===== config.mk =====
export PLATFORM = sky130hd
export DESIGN_NAME = frame_hold_timer_flat
export DESIGN_NICKNAME = d
export VERILOG_FILES = /design/src/rtl/frame_hold_timer_if.sv /design/src/rtl/frame_hold_timer.sv /design/src/flat_wrapper.sv
export SDC_FILE = /design/constraint.sdc
export NUM_CORES = 1
export LEC_CHECK = 0
export CAP_MARGIN = 20
export CORE_MARGIN = 3
export CORE_UTILIZATION = 47
export CTS_CLUSTER_SIZE = 25
export DETAILED_ROUTE_END_ITERATION = 16
export MAX_ROUTING_LAYER = met4
export PLACE_DENSITY = 0.85
export SLEW_MARGIN = 20
export SYNTH_ARGS = -nofsm -noshare
export SYNTH_HDL_FRONTEND = slang
export SYNTH_SLANG_ARGS = --single-unit

===== constraint.sdc =====
create_clock -name vga_pclk -period 2.4 [get_ports vga_pclk]
set_input_delay 0.48 -clock vga_pclk [delete_from_list [all_inputs] [get_ports vga_pclk]]
set_output_delay 0.48 -clock vga_pclk [all_outputs]
set_load 0.01 [all_outputs]

===== src/rtl/frame_hold_timer_if.sv =====
// rtl/frame_hold_timer_if.sv - control/status bundle between capture logic and frame_hold_timer
interface frame_hold_timer_if #(
  parameter int NCH   = 2,
  parameter int CNT_W = 8
);
  logic [9:0]           y_pixel;
  logic [NCH-1:0]       trig;
  logic [NCH-1:0]       cancel;
  logic [NCH*CNT_W-1:0] hold_len;
  logic [NCH-1:0]       hold_active;
  logic [NCH-1:0]       hold_done;
  logic                 any_active;
  logic                 frame_start;

  modport master (
    output y_pixel, trig, cancel, hold_len,
    input  hold_active, hold_done, any_active, frame_start
  );

  modport slave (
    input  y_pixel, trig, cancel, hold_len,
    output hold_active, hold_done, any_active, frame_start
  );
endinterface


===== src/rtl/frame_hold_timer.sv =====
// rtl/frame_hold_timer.sv - per-channel hold outputs aligned to whole visible frames
module frame_hold_timer #(
  parameter int NCH       = 2,
  parameter int CNT_W     = 8,
  parameter int V_VISIBLE = 480,
  parameter int RETRIGGER = 0
) (
  input logic              vga_pclk,
  input logic              reset,
  frame_hold_timer_if.slave bus
);
  typedef enum logic [1:0] {IDLE, ARMED, HOLD} state_t;

  localparam logic [9:0]       V_VIS = 10'(V_VISIBLE);
  localparam logic [CNT_W-1:0] ONE   = CNT_W'(1);

  logic           vis;
  logic           vis_d;
  logic           frame_start;
  logic           frame_end;
  logic [NCH-1:0] active_q;
  logic [NCH-1:0] done_q;

  assign vis         = bus.y_pixel < V_VIS;
  assign frame_start = vis & ~vis_d;
  assign frame_end   = ~vis & vis_d;

  // vis_d resets high so a reset released mid-frame cannot fake a frame start
  always_ff @(posedge vga_pclk) begin
    if (reset) vis_d <= 1'b1;
    else       vis_d <= vis;
  end

  for (genvar i = 0; i < NCH; i++) begin : g_ch
    state_t           state;
    logic [CNT_W-1:0] cnt;
    logic [CNT_W-1:0] len_q;
    logic [CNT_W-1:0] len_in;
    logic [CNT_W-1:0] len_eff;
    logic             act_r;
    logic             done_r;

    assign len_in  = bus.hold_len[i*CNT_W +: CNT_W];
    assign len_eff = (len_in == '0) ? ONE : len_in;

    always_ff @(posedge vga_pclk) begin
      if (reset) begin
        state  <= IDLE;
        cnt    <= '0;
        len_q  <= '0;
        act_r  <= 1'b0;
        done_r <= 1'b0;
      end else begin
        done_r <= 1'b0;
        if (bus.cancel[i]) begin
          state <= IDLE;
          cnt   <= '0;
          act_r <= 1'b0;
        end else begin
          case (state)
            IDLE: begin
              if (bus.trig[i]) begin
                state <= ARMED;
                len_q <= len_eff;
              end
            end
            ARMED: begin
              if (frame_start) begin
                state <= HOLD;
                act_r <= 1'b1;
                cnt   <= ONE;
              end
            end
            HOLD: begin
              if (RETRIGGER != 0 && bus.trig[i]) begin
                cnt   <= '0;
                len_q <= len_eff;
              end else if (frame_end && cnt == len_q) begin
                // release in blanking; a coincident trig re-arms for the next frame
                act_r  <= 1'b0;
                done_r <= 1'b1;
                cnt    <= '0;
                if (bus.trig[i]) begin
                  state <= ARMED;
                  len_q <= len_eff;
                end else begin
                  state <= IDLE;
                end
              end else if (frame_start && cnt < len_q) begin
                cnt <= cnt + ONE;
              end
            end
            default: begin
              state <= IDLE;
              act_r <= 1'b0;
              cnt   <= '0;
            end
          endcase
        end
      end
    end

    assign active_q[i] = act_r;
    assign done_q[i]   = done_r;
  end

  assign bus.hold_active = active_q;
  assign bus.hold_done   = done_q;
  assign bus.any_active  = |active_q;
  assign bus.frame_start = frame_start;
endmodule


===== src/flat_wrapper.sv =====
// flat-port wrapper written by rule: the top's interface ports become plain ports
module frame_hold_timer_flat 
#(
  parameter int NCH       = 2,
  parameter int CNT_W     = 8,
  parameter int V_VISIBLE = 480,
  parameter int RETRIGGER = 0
)
  (vga_pclk, reset, bus_y_pixel, bus_trig, bus_cancel, bus_hold_len, bus_hold_active, bus_hold_done, bus_any_active, bus_frame_start);
  frame_hold_timer_if #(.NCH(NCH), .CNT_W(CNT_W)) bus_i ();
  input logic vga_pclk;
  input logic reset;
  input wire logic [$bits(bus_i.y_pixel)-1:0] bus_y_pixel;
  input wire logic [$bits(bus_i.trig)-1:0] bus_trig;
  input wire logic [$bits(bus_i.cancel)-1:0] bus_cancel;
  input wire logic [$bits(bus_i.hold_len)-1:0] bus_hold_len;
  output wire logic [$bits(bus_i.hold_active)-1:0] bus_hold_active;
  output wire logic [$bits(bus_i.hold_done)-1:0] bus_hold_done;
  output wire logic [$bits(bus_i.any_active)-1:0] bus_any_active;
  output wire logic [$bits(bus_i.frame_start)-1:0] bus_frame_start;
  assign bus_i.y_pixel = bus_y_pixel;
  assign bus_i.trig = bus_trig;
  assign bus_i.cancel = bus_cancel;
  assign bus_i.hold_len = bus_hold_len;
  assign bus_hold_active = bus_i.hold_active;
  assign bus_hold_done = bus_i.hold_done;
  assign bus_any_active = bus_i.any_active;
  assign bus_frame_start = bus_i.frame_start;
  frame_hold_timer #(.NCH(NCH), .CNT_W(CNT_W), .V_VISIBLE(V_VISIBLE), .RETRIGGER(RETRIGGER)) u_core (.vga_pclk(vga_pclk), .reset(reset), .bus(bus_i));
endmodule

==> run metrics, run 1 <==
status=finished, violations left; failing checks=negative setup slack; power density cells=435 mW/mm²; Slew Viols, Final=0; Internal=1.12 mW; post-layout min period=2.49 ns; Max transition margin=0.657; Final Hold Viols=0; startpoint class of the critical path=register; Die Wd=80.3 µm; CTS H-Tree Depth=2; mapped cell area=0.00259 mm²; peak supply drop=0.000336 V; die area=0.00645 mm²; Post-Route Skew=0.0107 ns; drt first pass iters=5; Reg clk slew, reported paths=0.09 ns; vias=2621; synth unique cells=52; Initial Util=0.495; final WL=7730 µm; std cell rows=26; WL/cell=17.6 µm; Flop pwr share=0.458; min-delay worst type=register to register; clock network fraction of total power=0.335; Initial DRC Count=220; total gr overflow=0; hpwl dp=4940 µm; die height=80.3 µm; Max Fclk=0.401 GHz; worst setup margin=-0.0928 ns; routability cong.=0.889; antenna violations before repair=0; Port Buf Inserts=32; Worst Reg-to-Reg Cells=8; TritonCTS clock tree=done; net switching fraction of the power=0.284; Post-synth top flop=dfxtp_1; # diodes=0; area delta synth->final=38.4%; hold slack=0.506 ns; Yosys reg bits=41; MaxCap Viol Count=0; layout cell share with drive strength beyond 1=0.280; flop-to-flop setup slack=-0.09 ns; TritonCTS buffer count=5; vias per inst=5.98; post-layout util=0.685; Clock Latency Late Sink=0.31 ns; CP Capture Type=register; Worst EP required=2.65 ns; CP Capture Point=u_core.g_ch[0].state[0]$_SDFFE_PP0P_; reg2reg end=u_core.g_ch[0].state[0]$_SDFFE_PP0P_; CP Data Arrival Time=2.74 ns; vias in the first global route=2601; Mapped Cells=304; DRC Markers=0; measured slew at the worst slew-check pin=0.510 ns; antenna viol nets, final=0; Post-synth ARST share=0; core area=0.00524 mm²; I/O pin count=38; first-pass GRT wire length=11900 µm; CTS root buf=clkbuf_8; CP max FO=4; Crit Path Class=register to register; leakage=1.47 nW; syn nets=362; # setup viols final=15; pin count of the biggest net entering global routing=20; sequential fraction of the synthesis area=0.316; CTS Sinks=41; Worst setup startpoint=u_core.g_ch[0].len_q[3]$_SDFFE_PP0P_; launching point of the worst reg2reg path=u_core.g_ch[0].len_q[3]$_SDFFE_PP0P_; Hold Crit Start=u_core.g_ch[0].len_q[2]$_SDFFE_PP0P_; reported net switching power=443 µW; Total GRT Usage=0.242; logic gate share of total power=0.207; Hold-fix buffers, CTS=0; RSZ-0062 raised after global routing=true; Syn. warnings=0; crit share post-route=1.04; Post-synth EDFFs=0; NumNets Final=425; syn_area_per_cell=8.53 µm²; CTS max path bufs=2
==> kinds of logic (layout without fill, tap and decap cells) <==
| group | Yosys count | in the layout | synth area share |
|---|---|---|---|
| and+or+nand+nor | 98 | 98 | 0.196 |
| AOI/OAI and AO/OA | 79 | 79 | 0.226 |
| buffers and inverters | 44 | 108 | 0.0738 |
| DFF | 41 | 41 | 0.316 |
| adders and majority gates | 26 | 26 | 0.125 |
| muxes | 16 | 16 | 0.0622 |
==> registers in the layout, indices dropped and copies added (netlist names) <==
signal / count
u_core.g_ch.act_r: 2
u_core.g_ch.len_q: 16
u_core.g_ch.state: 4
u_core.vis_d: 1
u_core.g_ch.cnt: 16
u_core.g_ch.done_r: 2
==> timing repair <==
action | in CTS | in global routing
buffers inserted | 2 | 4
pin swaps | 12 | 18
endpoints found under the setup margin | 23 | 22
resized for setup | 28 | 32
cloned | 0 | 0
==> layout by cell type, fill, tap and decap left out, types with 10 or more instances in the layout <==
master and count:
nand2_1 10, ha_1 18, inv_1 18, buf_4 35, dfxtp_1 32, nor2_1 32
mux2i_1 15, clkdlybuf4s50_1 26, a21oi_1 14, o21ai_0 10
==> stage by stage <==
stage          power, mW  std cells   TNS, ns  area, µm²  worst slack (ns)
6_report            1.56        438    -0.697       3590           -0.0928
5_1_grt             1.61        438     -1.44       3590            -0.122
3_3_place_gp       0.985        424     -8.39       3170            -0.424
4_1_cts             1.52        434   -0.0969       3400           -0.0969
2_1_floorplan      0.883        304  -0.00355       2600          -0.00178
3_5_place_dp       0.997        424     -9.42       3170            -0.474
==> synth_stat cells, types with 5 or more instances <==
master / count / area share
nand3_1: 8 / 0.015
ha_1: 26 / 0.13
nand2_1: 10 / 0.014
o21ai_1: 9 / 0.017
o21ai_0: 10 / 0.019
clkbuf_1: 9 / 0.013
nor2_1: 33 / 0.048
mux2i_1: 15 / 0.058
nor3_1: 7 / 0.014
dfxtp_1: 41 / 0.32
a211oi_1: 5 / 0.014
a21oi_1: 15 / 0.029
o311ai_1: 5 / 0.017
inv_1: 26 / 0.038
nor2b_1: 8 / 0.019
nand4_1: 6 / 0.014
==> power groups by stage <==
stage / clock [mW] / sequential, mW / combinational (mW)
floorplan: 0 / 0.722 / 0.160
global placement: 0 / 0.725 / 0.260
detailed placement: 0 / 0.726 / 0.271
CTS: 0.513 / 0.711 / 0.291
global route: 0.550 / 0.716 / 0.347
finish: 0.523 / 0.714 / 0.323
==> critical path: stages (launching register included) <==
cell	delay [ns]
dfxtp_2	0.35
inv_2	0.04
ha_4	0.26
nand4_1	0.16
or4b_4	0.60
a22o_4	0.28
buf_6	0.12
or4_4	0.50
a21boi_2	0.12
==> per-layer routing <==
layer | GRT usage | vias to the layer above | part of all wire
met5 | - | - | 0
met4 | 0.118 | 0 | 0.041
met3 | 0.0437 | 36 | 0.047
met2 | 0.425 | 93 | 0.52
met1 | 0.261 | 1255 | 0.39
li1 | - | 1237 | -
==> area by class of cell <==
cell class | instances | area [µm²]
fill | 396 | 1650
timing repair buffer | 73 | 648
sequential | 41 | 832
clock inverter | 1 | 5.00
clock buffer | 7 | 96.3
tap | 70 | 87.6
inverter | 27 | 101
multi-input combinational | 219 | 1820
==> worst min-delay path by stage <==
stage	endpoint	slack, ns	depth (start not counted)
after floorplan	u_core.g_ch[0].len_q[1]$_SDFFE_PP0P_	0.46	2
after global placement	u_core.g_ch[0].len_q[3]$_SDFFE_PP0P_	0.48	2
after detailed placement	u_core.g_ch[0].len_q[2]$_SDFFE_PP0P_	0.49	2
after CTS	u_core.g_ch[0].len_q[2]$_SDFFE_PP0P_	0.51	2
after global routing	u_core.g_ch[0].len_q[3]$_SDFFE_PP0P_	0.53	2
final	u_core.g_ch[0].len_q[2]$_SDFFE_PP0P_	0.51	2
Note: power is estimated with default switching activity, not from simulation.
==> run 2, diff against run 1 <==
--- a/config.mk
+++ b/config.mk
@@ -6,6 +6,7 @@
 export NUM_CORES = 1
 export LEC_CHECK = 0
 export CAP_MARGIN = 20
+export CORE_ASPECT_RATIO = 1.1
 export CORE_MARGIN = 3
 export CORE_UTILIZATION = 47
 export CTS_CLUSTER_SIZE = 25
==> run 2 against run 1 <==
  * The flow still finishes with violations (negative setup slack)
  * Clock power shrank 12%
  * Fmax grew 0.57%
  * Register-to-register slack is essentially flat
  * Die area is essentially flat
  * Non-clock buffer count grew 3
  * Global-route usage shrank 2.1 points
  * Largest power group unchanged
==> run metrics, run 2 (synthesis gave the netlist of run 1 again) <==
CTS Sinks=41 (unchanged); Max transition margin=0.691 (+0.0341); Setup WS pre-CTS=-0.493 ns (-0.0186 ns); final WL=7230 µm (-6.4%); design area=0.00355 mm² (-1.2%); Worst EP required=2.64 ns (about the same); Crit Path Class=register to register; Reg area=833 µm² (+0.15%); Worst Reg-to-Reg Cells=8 (unchanged); pin count of the biggest net entering global routing=20 (unchanged); Hold Crit Start=u_core.g_ch[1].len_q[3]$_SDFFE_PP0P_; hpwl dp=4880 µm (-1.3%); routability cong.=0.939 (+5.6%); antenna violations before repair=0 (unchanged); min-delay worst type=register to register; WHS Endpoint=u_core.g_ch[1].len_q[3]$_SDFFE_PP0P_; RSZ-0062 raised after global routing=true; most frequent cells in the layout=buf_4, nor2_1, dfxtp_1; vias in the first global route=2472 (-5.0%); total gr overflow=0 (unchanged); DP Area=0.00319 mm² (+0.55%); M1 WL=2920 µm (-4.2%); NumNets Final=428 (+0.71%); drt first pass iters=5 (unchanged); Final Hold Viols=0 (unchanged); vias per inst=5.82 (-2.8%); slowest stage cell on the critical path=or4b_4; met2 wire len=3710 µm (-7.2%); failing checks=negative setup slack; I/O pin count=38 (unchanged); launching point of the worst reg2reg path=u_core.g_ch[0].len_q[7]$_SDFFE_PP0P_; DR top layer=met4; WL met3=380 µm (+4.7%); WL/cell=16.3 µm (-7.4%); Fill cells=378 (-4.5%); Port Buf Inserts=32 (unchanged); core area=0.00517 mm² (-1.3%); Reg clk slew, reported paths=0.08 ns (about the same); Slew Viols, Final=0 (unchanged); DRC Markers=0 (unchanged); std cell rows=27 (+3.8%); Worst path top cell family by delay=simple AND/OR/NAND/NOR gates; antenna viol nets, final=0 (unchanged); measured slew at the worst slew-check pin=0.460 ns (-0.0506 ns); Initial Util=0.502 (+0.00659); Max Fclk=0.403 GHz (+0.57%); TritonCTS buffer count=5 (unchanged); Largest regs=u_core.g_ch.cnt (16), u_core.g_ch.len_q (16), u_core.g_ch.state (4); startpoint class of the critical path=register; TritonCTS clock tree=done; area delta synth->final=36.7%; die height=83.9 µm (+4.5%); CP cell instances=inv_2 > ha_4 > nand4_1 > or4b_4 > a22o_4 > buf_6 > or4_4 > a21boi_1; post-layout util=0.686 (+0.000891); reg2reg end=u_core.g_ch[0].state[0]$_SDFFE_PP0P_; first-pass GRT wire length=11300 µm (-4.5%); worst setup margin=-0.0786 ns (+0.0142 ns); layout cell share with drive strength beyond 1=0.280 (+0.000432); Post-Route Skew=0.00726 ns (-0.00348 ns); Hold Path Cell Cnt=2 (unchanged); Clock Latency Late Sink=0.31 ns (about the same); Hold-fix buffers, CTS=0 (unchanged); Initial DRC Count=201 (-8.6%); crit share post-route=1.03 (-0.00592); Die Wd=76.8 µm (-4.3%); CP Data Arrival Time=2.72 ns (-0.02 ns); # diodes=0 (unchanged); power density cells=423 mW/mm² (-2.6%); MaxCap Viol Count=0 (unchanged); status=finished, violations left; CTS H-Tree Depth=2 (unchanged); Critical Path Stages=8 (unchanged); # setup viols final=15 (unchanged); post-layout min period=2.48 ns (-0.0142 ns); leakage=1.43 nW (-2.7%); CP bufs+invs=2 (unchanged); vias=2578 (-1.6%); Total GRT Usage=0.220 (-0.0214); CP Capture Type=register; peak supply drop=0.000336 V (about the same); die area=0.00645 mm² (about the same); CP max FO=4 (unchanged); CTS max path bufs=2 (unchanged); footprint of the multi-input gates=0.00177 mm² (-2.5%); most common cell after layout, fill and taps aside=buf_4; CP max stage delay=0.59 ns (about the same); hold slack=0.499 ns (-0.00708 ns); CTS root buf=clkbuf_8; flop-to-flop setup slack=-0.08 ns (about the same)
-- run 2: worst max path at each step --
stage | from | end | slack [ns]
floorplan | u_core.g_ch[0].len_q[6]$_SDFFE_PP0P_ | u_core.g_ch[0].cnt[4]$_SDFFE_PP0P_ | -0.002
global placement | bus_y_pixel[5] | u_core.g_ch[0].cnt[0]$_SDFFE_PP0P_ | -0.42
detailed placement | bus_y_pixel[7] | u_core.g_ch[0].cnt[4]$_SDFFE_PP0P_ | -0.49
CTS | u_core.g_ch[0].len_q[5]$_SDFFE_PP0P_ | u_core.g_ch[0].state[0]$_SDFFE_PP0P_ | -0.05
global route | u_core.g_ch[0].cnt[0]$_SDFFE_PP0P_ | u_core.g_ch[0].len_q[3]$_SDFFE_PP0P_ | -0.15
finish | u_core.g_ch[0].len_q[7]$_SDFFE_PP0P_ | u_core.g_ch[0].state[0]$_SDFFE_PP0P_ | -0.08
-- run 2: power breakdown --
group          internal, mW  switching [mW]  total, mW
registers             0.699          0.0144      0.713
clock network         0.202           0.259      0.461
logic                 0.164           0.163      0.327
total                  1.07           0.436       1.50
-- run 2: worst min-delay path: stages (launching register included) --
cell and delay, ns:
dfxtp_1 0.33, mux2i_1 0.07, nor2_1 0.07
-- run 2: area by class of cell --
cell class | instances | share of cell area
clock buffers | 6 | 0.0205
inverters | 27 | 0.0286
multi-input cells | 219 | 0.500
flip-flops and latches | 41 | 0.235
repair buffers | 76 | 0.188
well taps | 72 | 0.0254
clock inverters | 2 | 0.00282
-- run 2: metal layers --
| metal | global-route usage | up-vias |
|---|---|---|
| met2 | 0.381 | 91 |
| met3 | 0.0389 | 19 |
| met1 | 0.252 | 1235 |
| li1 | - | 1233 |
| met5 | - | - |
| met4 | 0.0857 | 0 |
-- run 2: timing repair --
item,in CTS,in global routing
hold endpoints to repair,0,0
pin swaps,13,16
resized for setup,30,26
setup endpoints to repair,23,22
setup buffers,3,4
-- run 2: stage by stage --
| stage | setup TNS, ns | total power [mW] | std cells |
|---|---|---|---|
| finish | -0.478 | 1.50 | 443 |
| global route | -1.57 | 1.56 | 443 |
| CTS | -0.0533 | 1.46 | 439 |
| detailed placement | -10.15 | 1.00 | 428 |
| global placement | -8.43 | 0.992 | 428 |
| floorplan | -0.00355 | 0.883 | 304 |
==> run 3, diff against run 2 <==
--- a/config.mk
+++ b/config.mk
@@ -6,13 +6,15 @@
 export NUM_CORES = 1
 export LEC_CHECK = 0
 export CAP_MARGIN = 20
+export CELL_PAD_IN_SITES_DETAIL_PLACEMENT = 2
+export CELL_PAD_IN_SITES_GLOBAL_PLACEMENT = 2
 export CORE_ASPECT_RATIO = 1.1
 export CORE_MARGIN = 3
-export CORE_UTILIZATION = 47
+export CORE_UTILIZATION = 29
 export CTS_CLUSTER_SIZE = 25
 export DETAILED_ROUTE_END_ITERATION = 16
 export MAX_ROUTING_LAYER = met4
-export PLACE_DENSITY = 0.85
+export PLACE_DENSITY = 0.87
 export SLEW_MARGIN = 20
 export SYNTH_ARGS = -nofsm -noshare
 export SYNTH_HDL_FRONTEND = slang
==> run 3 against run 2 <==
  * Global-route usage shrank 0.81 points
  * Non-clock buffer count is 11 higher
  * Via count rose by 4.7%
  * Clock skew hardly changed
  * Final cell count grew 11%
  * Critical path type unchanged
  * The flow still finishes with violations (negative setup slack)
  * Largest power group unchanged
==> run metrics, run 3 (synthesis gave the netlist of run 1 again) <==
min-delay worst type=register to register; flop-to-flop setup slack=-0.29 ns (-0.21 ns); DR top layer=met4; post-layout util=0.440 (-0.246); crit share post-route=1.12 (+0.0884); NumNets Final=439 (+2.6%); CP max FO=8 (+4); startpoint class of the critical path=register; TritonCTS buffer count=5 (unchanged); pin count of the biggest net entering global routing=20 (unchanged); WL met3=294 µm (-23%); antenna viol nets, final=0 (unchanged); most common cell after layout, fill and taps aside=buf_4; CTS Sinks=41 (unchanged); # diodes=0 (unchanged); Clock Latency Late Sink=0.31 ns (about the same); std cell rows=35 (+30%); CTS max path bufs=2 (unchanged); antenna violations before repair=0 (unchanged); Crit Path Class=register to register; Post-Route Skew=0.00767 ns (+0.000410 ns); Initial Util=0.304 (-0.198); fin cells=493 (+11%); worst setup margin=-0.291 ns (-0.212 ns); slowest stage cell on the critical path=or4b_4; status=finished, violations left; measured slew at the worst slew-check pin=0.403 ns (-0.0562 ns); routability cong.=0.827 (-12%); CP Data Arrival Time=2.87 ns (+0.15 ns); TritonCTS clock tree=done; vias per inst=5.47 (-6.0%); vias=2698 (+4.7%); die area=0.0101 mm² (+57%); design area=0.00375 mm² (+5.9%); total gr overflow=0 (unchanged); Worst Reg-to-Reg Cells=10 (+2); Reg clk slew, reported paths=0.09 ns (about the same); Max Fclk=0.372 GHz (-7.9%); leakage=1.52 nW (+6.2%); I/O pin count=38 (unchanged); CTS root buf=clkbuf_8; post-layout min period=2.69 ns (+0.212 ns); CP max stage delay=0.64 ns (+0.05 ns); M1 WL=4260 µm (+46%); first-pass GRT wire length=16200 µm (+43%); hpwl dp=6660 µm (+36%); placed cell count=470 (+9.8%); die height=105 µm (+25%); Total GRT Usage=0.212 (-0.00807); Hold Crit Start=u_core.g_ch[1].cnt[1]$_SDFFE_PP0P_; WL/cell=22.3 µm (+37%); RSZ-0062 raised after global routing=true; power density cells=419 mW/mm² (-1.1%); DRC Markers=0 (unchanged); DP Area=0.00326 mm² (+2.2%); Slew Viols, Final=0 (unchanged); # setup viols final=17 (+2); area delta synth->final=44.8%; CTS H-Tree Depth=2 (unchanged); Largest regs=u_core.g_ch.cnt (16), u_core.g_ch.len_q (16), u_core.g_ch.state (4); WHS Endpoint=u_core.g_ch[1].cnt[1]$_SDFFE_PP0P_; most frequent cells in the layout=buf_4, nor2_1, dfxtp_1; layout cell share with drive strength beyond 1=0.312 (+0.0312); Die Wd=96.2 µm (+25%); MaxCap Viol Count=0 (unchanged); launching point of the worst reg2reg path=u_core.g_ch[0].cnt[6]$_SDFFE_PP0P_; peak supply drop=0.000164 V (-51%); drt first pass iters=6 (+1); Max transition margin=0.729 (+0.0382); Worst EP required=2.58 ns (-0.06 ns); Port Buf Inserts=32 (unchanged); core area=0.00854 mm² (+65%); Initial DRC Count=73 (-64%); failing checks=negative setup slack; reg2reg end=u_core.g_ch[0].cnt[5]$_SDFFE_PP0P_; CP Capture Type=register; final WL=11000 µm (+52%); Hold Path Cell Cnt=1 (-1); CP cell instances=ha_4 > nand4_1 > or4b_4 > buf_4 > buf_4 > nand4_1 > buf_6 > nor2_1 > o311ai_2 > o41ai_2; vias in the first global route=3103 (+26%); Final Hold Viols=0 (unchanged); met2 wire len=6110 µm (+65%)
run 3: power by group:
| part | leakage (nW) | internal (mW) | switching, mW |
|---|---|---|---|
| sequential | 0.338 | 0.699 | 0.0152 |
| combinational | 1.14 | 0.181 | 0.204 |
| clock | 0.0450 | 0.202 | 0.271 |
| total | 1.52 | 1.08 | 0.490 |
run 3: stage by stage:
| stage | setup slack [ns] | total power [mW] | hold WS [ns] | TNS [ns] |
|---|---|---|---|---|
| floorplan | -0.00178 | 0.883 | 0.460 | -0.00355 |
| global placement | -0.445 | 1.01 | 0.475 | -9.67 |
| detailed placement | -0.526 | 1.03 | 0.493 | -11.88 |
| CTS | -0.116 | 1.53 | 0.512 | -0.972 |
| global route | -0.304 | 1.64 | 0.541 | -4.12 |
| finish | -0.291 | 1.57 | 0.514 | -3.26 |
run 3: worst max-delay path: cells and delay by family (launching register included):
family	cells	cell delay, ns
and+or+nand+nor	4	1.02
AOI/OAI and AO/OA	2	0.46
buffers and inverters	3	0.44
DFF	1	0.38
adders and majority gates	1	0.27
run 3: repair_timing:
action / 4_1_cts / 5_1_grt
setup buffers: 10 / 5
pin swaps: 18 / 17
resized for setup: 40 / 36
setup endpoints to repair: 25 / 25
gates cloned: 1 / 0
hold buffers: 0 / 0
run 3: per-layer routing:
metal	GRT usage	vias up
li1	-	1259
met5	-	-
met3	0.0324	26
met4	0.0793	0
met2	0.383	51
met1	0.227	1362
run 3: layout make-up:
cell class                      count  area, µm²
Fill cell                         927       4780
Multi-Input combinational cell    219       1820
Sequential cell                    41        835
Timing Repair Buffer               87        776
Tap cell                          111        139
Inverter                           27        101
Clock buffer                        6       72.6
Clock inverter                      2       10.0
run 3: how the worst max path moves through the flow:
stage	startpoint	end	slack (ns)	cells after the start
detailed placement	bus_y_pixel[5]	u_core.g_ch[0].cnt[0]$_SDFFE_PP0P_	-0.53	7
finish	u_core.g_ch[0].cnt[6]$_SDFFE_PP0P_	u_core.g_ch[0].cnt[5]$_SDFFE_PP0P_	-0.29	10
global placement	bus_y_pixel[5]	u_core.g_ch[0].cnt[0]$_SDFFE_PP0P_	-0.45	7
CTS	u_core.g_ch[0].len_q[7]$_SDFFE_PP0P_	u_core.g_ch[0].state[0]$_SDFFE_PP0P_	-0.12	8
global route	u_core.g_ch[0].cnt[6]$_SDFFE_PP0P_	u_core.g_ch[0].cnt[5]$_SDFFE_PP0P_	-0.30	10
floorplan	u_core.g_ch[0].len_q[6]$_SDFFE_PP0P_	u_core.g_ch[0].cnt[4]$_SDFFE_PP0P_	-0.002	10
